`src/rtl/jump_branch_seq.sv`:
```
// Control-step sequencer for br, jr and jal: drives the fetch steps (T0-T2)
// and the execute steps, one control step per clock.
module jump_branch_seq #(
  parameter int unsigned    OPW      = 5,
  parameter logic [OPW-1:0] OP_BR    = 5'b10010,
  parameter logic [OPW-1:0] OP_JAL   = 5'b10011,
  parameter logic [OPW-1:0] OP_JR    = 5'b10100,
  parameter int unsigned    MEM_WAIT = 1,
  parameter int unsigned    NUM_REGS = 16,
  parameter int unsigned    LINK_REG = 15
) (
  input  logic                clock,
  input  logic                clear,
  input  logic                run,
  input  logic [31:0]         ir,
  input  logic                CON,
  output logic                PCout,
  output logic                IncPC,
  output logic                MARin,
  output logic                memRead,
  output logic                MDRin,
  output logic                MDRout,
  output logic                IRin,
  output logic                Gra,
  output logic                Rout,
  output logic                PCin,
  output logic                CONin,
  output logic                Cout,
  output logic                Yin,
  output logic                ADD,
  output logic                Zin,
  output logic                Zlowout,
  output logic [NUM_REGS-1:0] link_in,
  output logic                done,
  output logic                illegal,
  output logic                busy
);

  typedef enum logic [3:0] {
    StIdle, StT0, StT1, StT2, StDec,
    StJr3, StJal3, StJal4,
    StBr3, StBr4, StBr5, StBr6,
    StIll
  } state_e;

  state_e         state_q, state_d;
  logic [3:0]     cnt_q, cnt_d;
  logic [OPW-1:0] opcode;

  assign opcode = ir[31 -: OPW];

  // Only the opcode field is decoded; the rest of ir belongs to the datapath.
  logic unused_ir;
  assign unused_ir = ^ir;

  // State and wait-counter registers with synchronous clear.
  always_ff @(posedge clock) begin
    if (clear) begin
      state_q <= StIdle;
      cnt_q   <= '0;
    end else begin
      state_q <= state_d;
      cnt_q   <= cnt_d;
    end
  end

  // Next-state and wait-counter sequencing.
  always_comb begin
    state_d = state_q;
    cnt_d   = cnt_q;
    unique case (state_q)
      StIdle: if (run) state_d = StT0;
      StT0: begin
        state_d = StT1;
        cnt_d   = 4'(MEM_WAIT - 1);
      end
      StT1: begin
        if (cnt_q != 4'd0) cnt_d = cnt_q - 4'd1;
        else               state_d = StT2;
      end
      StT2:  state_d = StDec;
      StDec: begin
        if (opcode == OP_JR)       state_d = StJr3;
        else if (opcode == OP_JAL) state_d = StJal3;
        else if (opcode == OP_BR)  state_d = StBr3;
        else                       state_d = StIll;
      end
      StJal3: state_d = StJal4;
      StBr3:  state_d = StBr4;
      StBr4:  state_d = StBr5;
      StBr5:  state_d = StBr6;
      // Final steps chain straight into the next fetch while run is held.
      StJr3, StJal4, StBr6: state_d = run ? StT0 : StIdle;
      StIll:   state_d = StIdle;
      default: state_d = StIdle;
    endcase
  end

  // Control outputs decoded from the current state.
  always_comb begin
    PCout   = 1'b0;
    IncPC   = 1'b0;
    MARin   = 1'b0;
    memRead = 1'b0;
    MDRin   = 1'b0;
    MDRout  = 1'b0;
    IRin    = 1'b0;
    Gra     = 1'b0;
    Rout    = 1'b0;
    PCin    = 1'b0;
    CONin   = 1'b0;
    Cout    = 1'b0;
    Yin     = 1'b0;
    ADD     = 1'b0;
    Zin     = 1'b0;
    Zlowout = 1'b0;
    link_in = '0;
    done    = 1'b0;
    illegal = 1'b0;
    busy    = (state_q != StIdle);
    unique case (state_q)
      StT0: begin
        PCout = 1'b1;
        MARin = 1'b1;
        IncPC = 1'b1;
      end
      StT1: begin
        memRead = 1'b1;
        MDRin   = (cnt_q == 4'd0);
      end
      StT2: begin
        MDRout = 1'b1;
        IRin   = 1'b1;
      end
      StJr3, StJal4: begin
        Gra  = 1'b1;
        Rout = 1'b1;
        PCin = 1'b1;
        done = 1'b1;
      end
      StJal3: begin
        PCout             = 1'b1;
        link_in[LINK_REG] = 1'b1;
      end
      StBr3: begin
        Gra   = 1'b1;
        Rout  = 1'b1;
        CONin = 1'b1;
      end
      StBr4: begin
        PCout = 1'b1;
        Yin   = 1'b1;
      end
      StBr5: begin
        Cout = 1'b1;
        ADD  = 1'b1;
        Zin  = 1'b1;
      end
      StBr6: begin
        Zlowout = 1'b1;
        // CON was latched in BR3, so it is stable by now.
        PCin    = CON;
        done    = 1'b1;
      end
      StIll:   illegal = 1'b1;
      default: ;
    endcase
  end

endmodule

```
`config.mk`:
```
export PLATFORM = sky130hd
export DESIGN_NAME = jump_branch_seq
export DESIGN_NICKNAME = d
export VERILOG_FILES = /design/src/rtl/jump_branch_seq.sv
export SDC_FILE = /design/constraint.sdc
export NUM_CORES = 1
export LEC_CHECK = 0
export ABC_CLOCK_PERIOD_IN_PS = 2100
export BUFFER_PORTS_ARGS = -buffer_cell sky130_fd_sc_hd__buf_4
export CAP_MARGIN = 20
export CORE_AREA = 3 3 51 53
export CTS_CLUSTER_SIZE = 20
export DETAILED_ROUTE_END_ITERATION = 10
export DIE_AREA = 0 0 54 56
export PLACE_DENSITY = 0.84
export SYNTH_ARGS = -nofsm -noshare
export SYNTH_HDL_FRONTEND = slang
export SYNTH_SLANG_ARGS = --single-unit
export TNS_END_PERCENT = 50
```
`constraint.sdc`:
```
create_clock -name clock -period 2.1 [get_ports clock]
set_input_delay 0.42 -clock clock [delete_from_list [all_inputs] [get_ports clock]]
set_output_delay 0.42 -clock clock [all_outputs]
set_load 0.02 [all_outputs]
```
# [Word level (Yosys, flattened, before mapping)]
# Cells that the tools add are included.
[totals] ff_bits=8 in_bits=36 out_inout_bits=35
[classes] addsub=1 n_eq_ne=18 muxes=23 reduce_logical=11
[op_table] operator="$pmux 4 s10" count=1
[op_table] operator="$eq 4x4->1 const B" count=5
[op_table] operator="$mux 4" count=5
[op_table] operator="$eq 4x3->1 const B" count=4
[op_table] operator="$eq 5x5->1 const B" count=3
[op_table] operator="$mux 1" count=14
[op_table] operator="$reduce_or 3->1" count=3
[op_table] operator="$eq 4x2->1 const B" count=2
[op_table] operator="$logic_not 4->1" count=2
[op_table] operator="$pmux 4 s2" count=1
[op_table] operator="$reduce_bool 4->1" count=2
[op_table] operator="$ne 2x2->1 const B" count=3
[op_table] operator="$eq 4x1->1 const B" count=1
[op_table] operator="$reduce_and 2->1" count=2
[op_table] operator="$sub 4x1->4 const B" count=1
[op_table] operator="$mux 3" count=1
[op_table] operator="$pmux 1 s2" count=1
[op_table] operator="$reduce_bool 2->1" count=1
[op_table] operator="$reduce_or 2->1" count=1

# [Depth between registers and ports, before layout]
# Gate-level depths: netlist (run 1).
[depth] ltp_word=5 depth_mapped=6 depth_no_buf=6

# [Worst setup path after synthesis (run 1)]
# No wires, ideal clock.
[synth_timing] path_kind="register to output" startpoint="register state_q[3]" endpoint="output Rout" arrival_ns=1.764 t_required_ns=1.680 slack_ns=-0.084 stages_incl_launch_ff=6 n_path_buf=2 cell_sequence="dfxtp_1 buf_6 or2b_1 nor3_1 o21bai_1 buf_4"
[synth_between] elab_chain_cells=3 elab_cells_between_ends=5 cone_classes="eq/ne: 3; mux: 1; reduce/logical: 1"
[synth_rtl] element="from (decl)" line="46" source="state_e state_q, state_d;"
[synth_rtl] element="from (signal assigned)" line="59" source="state_q <= StIdle;"
[synth_rtl] element="from (signal assigned)" line="62" source="state_q <= state_d;"
[synth_rtl] element="$eq 4x3->1 / $eq 4x4->1 (equally long branches)"
[synth_rtl] element="$reduce_or 3->1 (no source line) *"
[synth_rtl] element="$mux 1 *"
[synth_rtl] element="to (decl)" line="25" source="output logic Rout,"
# Mark *: on every way between the ends. The rest lies on a longest branch, timed or not.

# [Final worst setup path (run 1)]
[layout_timing] startpoint="register state_q[3]" endpoint="output Rout"
[layout_between] elab_chain_cells=3 elab_cells_between_ends=5 cone_classes="eq/ne: 3; mux: 1; reduce/logical: 1"
[layout_rtl] element="$eq 4x3->1 / $eq 4x4->1 (equally long branches)" line="121" source="unique case (state_q)"
[layout_rtl] element="$reduce_or 3->1 (no source line) *"
[layout_rtl] element="$mux 1 *" line="121"
# Marked as above.

==> results of run 1 <==
[power by group through the flow]
stage / clock network (uW) / logic (uW) / registers (uW)
finish: 125 / 509 / 236
detailed placement: 0 / 505 / 237
global placement: 0 / 496 / 234
global route: 130 / 548 / 242
CTS: 124 / 506 / 234
floorplan: 0 / 400 / 194
[metal layers]
layer	part of all wire, %	global-route usage (%)	routed length [um]
met3	9.2	1.340	184
met4	3.0	9.253	60
met5	0	0	0
met1	37	14.56	735
met2	51	22.32	1020
[final cells by class]
cell class              count  area [sq um]
flip-flops and latches      8         160.2
multi-input cells          86         490.5
inverters                   5         18.77
repair buffers             30         225.2
fillers                   220          1239
well taps                  28         35.03
clock buffers               3         22.52
[registers in the layout (all words and copies together), names as in the netlist]
register and flops:
cnt_q 4, state_q 4
[worst max-delay path, delay by kind of cell (launching register included)]
| kind | cells | cell delay, ns |
|---|---|---|
| buffers and inverters | 1 | 0.17 |
| flip-flops | 1 | 0.52 |
| AND/OR/NAND/NOR | 2 | 0.47 |
| AO/OA/AOI/OAI | 1 | 0.15 |
[cells in the final DEF (no fill, tap or decap), types with 3 or more instances in the layout]
master,synthesis,routed
nor2_1,9,9
nor2b_1,3,3
inv_1,5,5
nor3_1,4,3
conb_1,1,15
a21oi_1,10,10
dfxtp_1,8,8
nand2b_1,4,4
buf_4,20,30
nand2_1,8,8
clkbuf_4,0,3
o21ai_0,3,3
[stage by stage]
| step | total power (uW) | utilization, % | worst slack (ns) | std cells | cell area [sq um] |
|---|---|---|---|---|---|
| after floorplan | 593.6 | - | 0.1310 | 125 | 844.6 |
| after global placement | 730.9 | 42.20 | 0.2570 | 157 | 924.6 |
| after detailed placement | 742.0 | 42.20 | 0.2297 | 157 | 924.6 |
| after CTS | 864.9 | 43.46 | 0.1040 | 160 | 952.2 |
| after global routing | 919.5 | 43.46 | 0.001105 | 160 | 952.2 |
| final | 869.4 | 43.46 | 0.09958 | 160 | 952.2 |
[what timing repair did]
item | 4_1_cts | 5_1_grt
setup endpoints to repair | 1 | 0
hold buffers | 0 | 0
gates resized for setup | 1 | 0
[cells by family after synthesis]
| logic type | Yosys count | share of synthesized area, % |
|---|---|---|
| AO/OA/AOI/OAI | 27 | 22.26 |
| adder cells (fa/ha/maj) | 1 | 1.590 |
| buffers and inverters | 31 | 25.28 |
| flip-flops | 8 | 20.35 |
| multiplexers | 1 | 1.431 |
| other | 1 | 0.4765 |
| AND/OR/NAND/NOR | 42 | 28.62 |
[final timing paths]
kind                            cells past startpoint                      end  slack (ns)
worst min-delay path                                2  state_q[2]$_SDFFE_PP0P_        0.40
worst max-delay path                                4                     Rout         0.1
worst max register to register                      3    cnt_q[3]$_SDFFE_PP0P_        0.35
worst min register to register                      2    cnt_q[1]$_SDFFE_PP0P_        0.54
==> flow_summary.ini, run 1 <==
[die]
start_util_pct = 35.92
core_sq_um = 2191
die_y_um = 56
rows = 17
pin_count = 71
dieArea_sq_um = 3024
die_w_um = 54

[synth]
syn_avg_cell_area_sq_um = 7.090
synth.most_common_cell = buf_4
syn-cell-area_sq_um = 787.0
synth_top_area_share_pct = 20.35
synth_cells = 111
synthDistinctLibCells = 36
yosys_register_bits = 8
synth_top_area_cell = dfxtp_1
seq_area_frac_synth_pct = 20.35
yosys-top-cells-count = buf_4 (20), a21oi_1 (10), nor2_1 (9)
synthFlopType = dfxtp_1
synthArstFlopShare_pct = 0
yosys_warnings = 0
synth.area.top_cells = dfxtp_1 (20%), buf_4 (19%), a21oi_1 (6.4%)
synth-edff-count = 0

[setup_path]
critical-path-slowest-cell = dfxtp_1
crit_type = reg -> out
path_max_fanout = 11
cp.required_ns = 1.68
worstPathCellList = or2b_1 > nor3_2 > o21bai_1 > buf_4
cp_slowest_stage_delay_ns = 0.52
crit_path_start = state_q[3]$_SDFFE_PP0P_
endpoint_kind = output pin
timing.rr.start = state_q[2]$_SDFFE_PP0P_
start_kind = flop
arrival_ns = 1.58

[cts]
root_buffer = clkbuf_4
cts_tree = yes
cts_num_sinks = 8
cts_setup_buffers = 0
clock_latency_ns = 0.26
clk_pin_slew_ns = 0.06
clock_path_buffers = 2
cts_made_buffers = 3
h-tree-depth = 1

[route]
antenna_left = 0
drtIter0Drc = 41
via_count = 821
viasPerCell = 5.131
drt_wl_total_mm = 2.000
firstDrtPassIters = 4
drc = 0
wire_per_inst_um = 12.50

[placement]
place.gp.congestion = 0.8188
portBuffers = 28
dp_hpwl_mm = 1.563

[power_and_ir_drop]
power.leakage_uw = 0.0004317
vdd_drop_max_mv = 0.3679
power.internal_uw = 445.6
power_frac_comb_pct = 58.6
pwr-share-clk_pct = 14.3
switchingPower_uw = 423.8
seq_power_share_pct = 27.1
swShare_pct = 48.75
cellPowerDensity_nw_per_um2 = 913.1

[sta]
rsz0062_at_grt = no
clock_skew_ns = 0.009379
fin_crit_ns = 2.000
whs_ns = 0.3980
maxSlewViolCount = 0
max_freq_ghz = 0.4999
setup_viol = 0
finalSetupTns_ns = 0
period_share_pct = 95.26
hold_viol = 0

[global_routing]
overflow = 0
grt_start_max_net_pins = 15
grt_use_total_pct = 13.17
grt_pass1_vias = 722
antenna_found_initial = 0
grt_pass1_wl_mm = 3.049

[final_layout]
num_antenna_cells = 0
drive_above_1_share_pct = 29.55
syn_to_final_growth_pct = 20.99
fin_nets = 171

[status]
status = finished, final reports clean

[hold_path]
hold_class = in -> reg
hold_path.startpoint = clear

[run]
maxCapViolations = 0
Power figures use the tool's default switching activity.
==> run 2, diff against run 1 <==
--- a/config.mk
+++ b/config.mk
@@ -5,14 +5,15 @@
 export SDC_FILE = /design/constraint.sdc
 export NUM_CORES = 1
 export LEC_CHECK = 0
+export ABC_AREA = 1
 export ABC_CLOCK_PERIOD_IN_PS = 2100
 export BUFFER_PORTS_ARGS = -buffer_cell sky130_fd_sc_hd__buf_4
 export CAP_MARGIN = 20
-export CORE_AREA = 3 3 51 53
+export CORE_AREA = 3 3 50 52
 export CTS_CLUSTER_SIZE = 20
 export DETAILED_ROUTE_END_ITERATION = 10
-export DIE_AREA = 0 0 54 56
-export PLACE_DENSITY = 0.84
+export DIE_AREA = 0 0 53 55
+export PLACE_DENSITY = 0.85
 export SYNTH_ARGS = -nofsm -noshare
 export SYNTH_HDL_FRONTEND = slang
 export SYNTH_SLANG_ARGS = --single-unit
==> run 2 against run 1 <==
Fmax rose by 13%. Combinational power up 20%. Area after synthesis shrank 5.1%. Worst hold slack got worse by 0.019 ns. Via count down 12%. Utilization shrank 0.77 points. Final area down 3.7%. Sequential cell count unchanged. Synthesized cell count grew 11%. Clock skew is 0.0065 ns lower. Largest cell class unchanged. Routed wire length is 26% lower.
==> flow_summary.ini, run 2 <==
[route]
drt_wl_total_mm = 1.473
drc = 0
wire_per_inst_um = 8.369
viasPerCell = 4.108
drtIter0Drc = 8
antenna_left = 0
via_count = 723
firstDrtPassIters = 4

[setup_path]
start_kind = flop
critical-path-slowest-cell = dfxtp_1
crit_type = reg -> out
crit_top_cell = inv_1
worstPathCellList = inv_1 > nor2_1 > inv_1 > o21ai_0 > buf_4
path_buf_inv = 3
endpoint_kind = output pin
path_max_fanout = 5
cp.required_ns = 1.68
arrival_ns = 1.35
cp_slowest_stage_delay_ns = 0.30
cpLargestDelayFamily = buffers and inverters

[sta]
maxSlewViolCount = 0
max_freq_ghz = 0.5648
hold_viol = 0
setup_viol = 0
period_share_pct = 84.32
rsz0062_at_grt = no
whs_ns = 0.3788
finalSetupTns_ns = 0
clock_skew_ns = 0.002847
fin_crit_ns = 1.771

[power_and_ir_drop]
pwr-share-clk_pct = 11.1
power.internal_uw = 491.0
swShare_pct = 49.53
cellPowerDensity_nw_per_um2 = 1061
total_power_uw = 972.9
seq_power_share_pct = 26.0
vdd_drop_max_mv = 0.4173
power.leakage_uw = 0.0005051
power_frac_comb_pct = 62.9
switchingPower_uw = 481.9

[final_layout]
drive_above_1_share_pct = 29.05
final_common_cell = buf_4
final_cell_mix = buf_4 (28), nor2_1 (27), nand2_1 (20)
final_util_pct = 42.69
reg.largest.list = cnt_q (4), state_q (4)
syn_to_final_growth_pct = 22.78
regArea_sq_um = 160.2
num_antenna_cells = 0
multiInputGateArea_sq_um = 421.7
fin_nets = 187
fillers = 245

[global_routing]
grt_use_total_pct = 10.83
grt_pass1_vias = 583
grt_pass1_wl_mm = 2.352
antenna_found_initial = 0
grt_start_max_net_pins = 8
overflow = 0

[cts]
cts_tree = yes
cts_setup_buffers = 0
root_buffer = clkbuf_4
cts_made_buffers = 3
postCtsHoldBufs = 0
clk_pin_slew_ns = 0.05
h-tree-depth = 1
postCtsResizedCells = 0
cts_num_sinks = 8
clock_latency_ns = 0.24
clock_path_buffers = 2

[die]
rows = 17
pin_count = 71
core_sq_um = 2148
die_w_um = 53
dieArea_sq_um = 2915
die_y_um = 55
start_util_pct = 34.77

[placement]
portBuffers = 28
place.gp.congestion = 0.8072
dp_hpwl_mm = 1.313

[synth]
yosys_register_bits = 8
yosys_warnings = 0
syn_avg_cell_area_sq_um = 6.073
synth.most_common_cell = nor2_1
synth_cells = 123
syn-cell-area_sq_um = 747.0
synthArstFlopShare_pct = 0
synth-edff-count = 0
synth_top_area_share_pct = 21.44
synthDistinctLibCells = 19
synthFlopType = dfxtp_1
synth.area.top_cells = dfxtp_1 (21%), buf_4 (20%), nor2_1 (14%)
seq_area_frac_synth_pct = 21.44
yosys-top-cells-count = nor2_1 (27), buf_4 (20), nand2_1 (20)
synth_top_area_cell = dfxtp_1

[status]
status = finished, final reports clean

[hold_path]
hold_class = in -> reg

[run]
maxCapViolations = 0
==> run 2: layout make-up <==
class,instances,area share [%]
repair buffers,28,22.92
multi-input cells,91,45.98
well taps,28,3.820
inverters,18,7.367
flip-flops and latches,8,17.46
clock buffers,3,2.456
==> run 2: per-stage QoR <==
step / setup WS, ns / instances / area [sq um]
2_1_floorplan: 0.2618 / 137 / 799.5
4_1_cts: 0.3212 / 176 / 917.1
3_3_place_gp: 0.6301 / 173 / 894.6
6_report: 0.3293 / 176 / 917.1
3_5_place_dp: 0.5844 / 173 / 894.6
5_1_grt: 0.2124 / 176 / 917.1
==> run 2: cells by family after synthesis <==
family | after synthesis | share of synthesized area (%)
adder cells (fa/ha/maj) | 1 | 1.675
buffers and inverters | 38 | 29.14
flip-flops | 8 | 21.44
AO/OA/AOI/OAI | 10 | 7.202
AND/OR/NAND/NOR | 65 | 40.03
other | 1 | 0.5020
==> run 2: final timing paths <==
path                                               from                      end  slack (ns)  cells after the start
worst max-delay path            state_q[3]$_SDFFE_PP0P_                     Rout        0.33                      5
worst min-delay path                              clear  state_q[1]$_SDFFE_PP0P_        0.38                      2
worst max register to register    cnt_q[0]$_SDFFE_PP0P_    cnt_q[1]$_SDFFE_PP0P_        0.86                      8
worst min register to register    cnt_q[3]$_SDFFE_PP0P_    cnt_q[3]$_SDFFE_PP0P_        0.53                      2
==> run 2: metal layers <==
layer  track usage, %  up-vias  wire, um
li1                 -      391         -
met1            12.50      300       601
met2            18.18       28       711
met3            1.877        4       129
met4            7.660        0        30
met5                0        -         0
==> run 2: power groups by stage <==
stage | sequential [uW] | clock [uW] | combinational, uW
floorplan | 245 | 0 | 483
detailed placement | 254 | 0 | 617
global route | 262 | 124 | 698
finish | 253 | 108 | 612
global placement | 254 | 0 | 599
CTS | 251 | 115 | 619
==> run 3, diff against run 2 <==
--- a/config.mk
+++ b/config.mk
@@ -6,14 +6,14 @@
 export NUM_CORES = 1
 export LEC_CHECK = 0
 export ABC_AREA = 1
-export ABC_CLOCK_PERIOD_IN_PS = 2100
+export ABC_CLOCK_PERIOD_IN_PS = 1600
 export BUFFER_PORTS_ARGS = -buffer_cell sky130_fd_sc_hd__buf_4
 export CAP_MARGIN = 20
-export CORE_AREA = 3 3 50 52
+export CORE_AREA = 3 3 53 55
 export CTS_CLUSTER_SIZE = 20
 export DETAILED_ROUTE_END_ITERATION = 10
-export DIE_AREA = 0 0 53 55
-export PLACE_DENSITY = 0.85
+export DIE_AREA = 0 0 56 58
+export PLACE_DENSITY = 0.8
 export SYNTH_ARGS = -nofsm -noshare
 export SYNTH_HDL_FRONTEND = slang
 export SYNTH_SLANG_ARGS = --single-unit
==> constraint.sdc (replaced) <==
create_clock -name clock -period 1.6 [get_ports clock]
set_input_delay 0.32 -clock clock [delete_from_list [all_inputs] [get_ports clock]]
set_output_delay 0.32 -clock clock [all_outputs]
set_load 0.02 [all_outputs]
==> run 3 against run 2 <==
Routed wire length grew 4.2%. Combinational power is 35% higher. Highest routed layer unchanged. Sequential power grew 33%. Clock skew rose by 0.0018 ns. Critical path depth grew 1. Sequential cell count unchanged. Cell count rose by 1.7%. Critical path type unchanged. Global-route usage down 1.4 points. Sequential share of layout area is 0.11 points lower. Register-to-register slack got worse by 0.44 ns.
==> flow_summary.ini, run 3 (synthesis gave the netlist of run 2 again) <==
[hold_path]
whs_endpoint = state_q[2]$_SDFFE_PP0P_
hold_depth = 2
hold_class = in -> reg
hold_path.startpoint = clear

[final_layout]
drive_above_1_share_pct = 35.57
reg.largest.list = cnt_q (4), state_q (4)
num_antenna_cells = 0
syn_to_final_growth_pct = 26.47
final_common_cell = buf_4
stdcell_count = 179
final_util_pct = 38.84
fin_nets = 188
final_cell_mix = buf_4 (29), nor2_1 (25), nand2_1 (19)

[power_and_ir_drop]
pwr-share-clk_pct = 11.3
switchingPower_uw = 642.5
seq_power_share_pct = 25.7
power_frac_comb_pct = 63.0
cellPowerDensity_nw_per_um2 = 1389
power.leakage_uw = 0.0005133
power.internal_uw = 669.7
swShare_pct = 48.97
vdd_drop_max_mv = 0.5713

[placement]
place.gp.congestion = 0.8304
portBuffers = 28
dp_hpwl_mm = 1.305
dp_cells = 175

[route]
drtIter0Drc = 10
firstDrtPassIters = 4
drc = 0
drt_wl_total_mm = 1.535
antenna_left = 0
via_count = 715
wire_per_inst_um = 8.575
viasPerCell = 3.994

[sta]
max_freq_ghz = 0.6550
clock_skew_ns = 0.004693
fin_crit_ns = 1.527
maxSlewViolCount = 0
hold_viol = 0
period_share_pct = 95.43
setup_viol = 0
rsz0062_at_grt = yes

[die]
pin_count = 71
die_y_um = 58
dieArea_sq_um = 3248
core_sq_um = 2432
die_w_um = 56
start_util_pct = 30.71
rows = 18

[setup_path]
reg2reg_to = cnt_q[1]$_SDFFE_PP0P_
crit_type = reg -> out
path_max_fanout = 5
start_kind = flop
endpoint_kind = output pin
arrival_ns = 1.21
timing.rr.start = state_q[0]$_SDFFE_PP0P_
cp.required_ns = 1.28
rr_worst_depth = 8
rrSetupSlack_ns = 0.42

[cts]
clock_path_buffers = 2
cts_tree = yes
cts_made_buffers = 3
postCtsHoldBufs = 0
cts_num_sinks = 8
h-tree-depth = 1
root_buffer = clkbuf_4
clock_latency_ns = 0.25
clk_pin_slew_ns = 0.05

[global_routing]
grt_use_total_pct = 9.455
grt_start_max_net_pins = 8
grt_pass1_vias = 594
antenna_found_initial = 0
grt_pass1_wl_mm = 2.408
overflow = 0

[status]
status = finished, final reports clean

[run]
maxCapViolations = 0
## run 3: cell type report
| type | instances | area, sq um |
|---|---|---|
| sequential | 8 | 163.9 |
| inverter | 18 | 67.56 |
| clock buffer | 3 | 22.52 |
| fill | 266 | 1488 |
| tap | 30 | 37.54 |
| timing repair buffer | 29 | 217.7 |
| multi-input combinational | 91 | 435.4 |
## run 3: routing by layer
| layer | wire length (um) | global-route usage (%) | vias to the layer above |
|---|---|---|---|
| met4 | 16 | 8.136 | 0 |
| li1 | - | - | 391 |
| met1 | 681 | 11.47 | 293 |
| met3 | 114 | 0.8909 | 2 |
| met5 | 0 | 0 | - |
| met2 | 723 | 15.03 | 29 |
## run 3: timing repair
item | 4_1_cts | 5_1_grt
resized for setup | 3 | 6
buffers inserted | 1 | 0
pin swaps | 1 | 0
endpoints found under the setup margin | 1 | 8
hold endpoints to repair | 0 | 0
## run 3: power by group through the flow
stage | clock network (uW) | registers (uW) | logic, uW
detailed placement | 0 | 334 | 798
floorplan | 0 | 321 | 635
global placement | 0 | 333 | 785
global route | 165 | 349 | 932
CTS | 156 | 331 | 822
finish | 148 | 337 | 827
## run 3: worst max-delay path by stage
stage | from | end | cells after the start
2_1_floorplan | state_q[3]$_SDFFE_PP0P_ | Rout | 5
3_3_place_gp | state_q[0]$_SDFFE_PP0P_ | MDRin | 6
3_5_place_dp | state_q[0]$_SDFFE_PP0P_ | MDRin | 6
4_1_cts | cnt_q[0]$_SDFFE_PP0P_ | MDRin | 5
5_1_grt | state_q[0]$_SDFFE_PP0P_ | busy | 5
6_report | state_q[0]$_SDFFE_PP0P_ | MDRin | 6
## run 3: per-stage QoR
| step | setup slack, ns | cell area, sq um | power [uW] | setup TNS, ns | hold slack [ns] |
|---|---|---|---|---|---|
| 2_1_floorplan | 0.06692 | 799.5 | 956.6 | 0 | 0.3891 |
| 3_3_place_gp | 0.2396 | 897.1 | 1118 | 0 | 0.4924 |
| 3_5_place_dp | 0.2427 | 897.1 | 1132 | 0 | 0.4991 |
| 4_1_cts | 0.03154 | 930.9 | 1308 | 0 | 0.2644 |
| 5_1_grt | -0.01311 | 944.7 | 1446 | -0.01980 | 0.2796 |
| 6_report | 0.07319 | 944.7 | 1312 | 0 | 0.2714 |
## run 3: critical path, cell delays in order, from the launching register on
cell,delay [ns]
dfxtp_2,0.33
inv_1,0.08
nand2_2,0.11
nor2_4,0.11
inv_1,0.07
nor2_1,0.11
buf_4,0.15
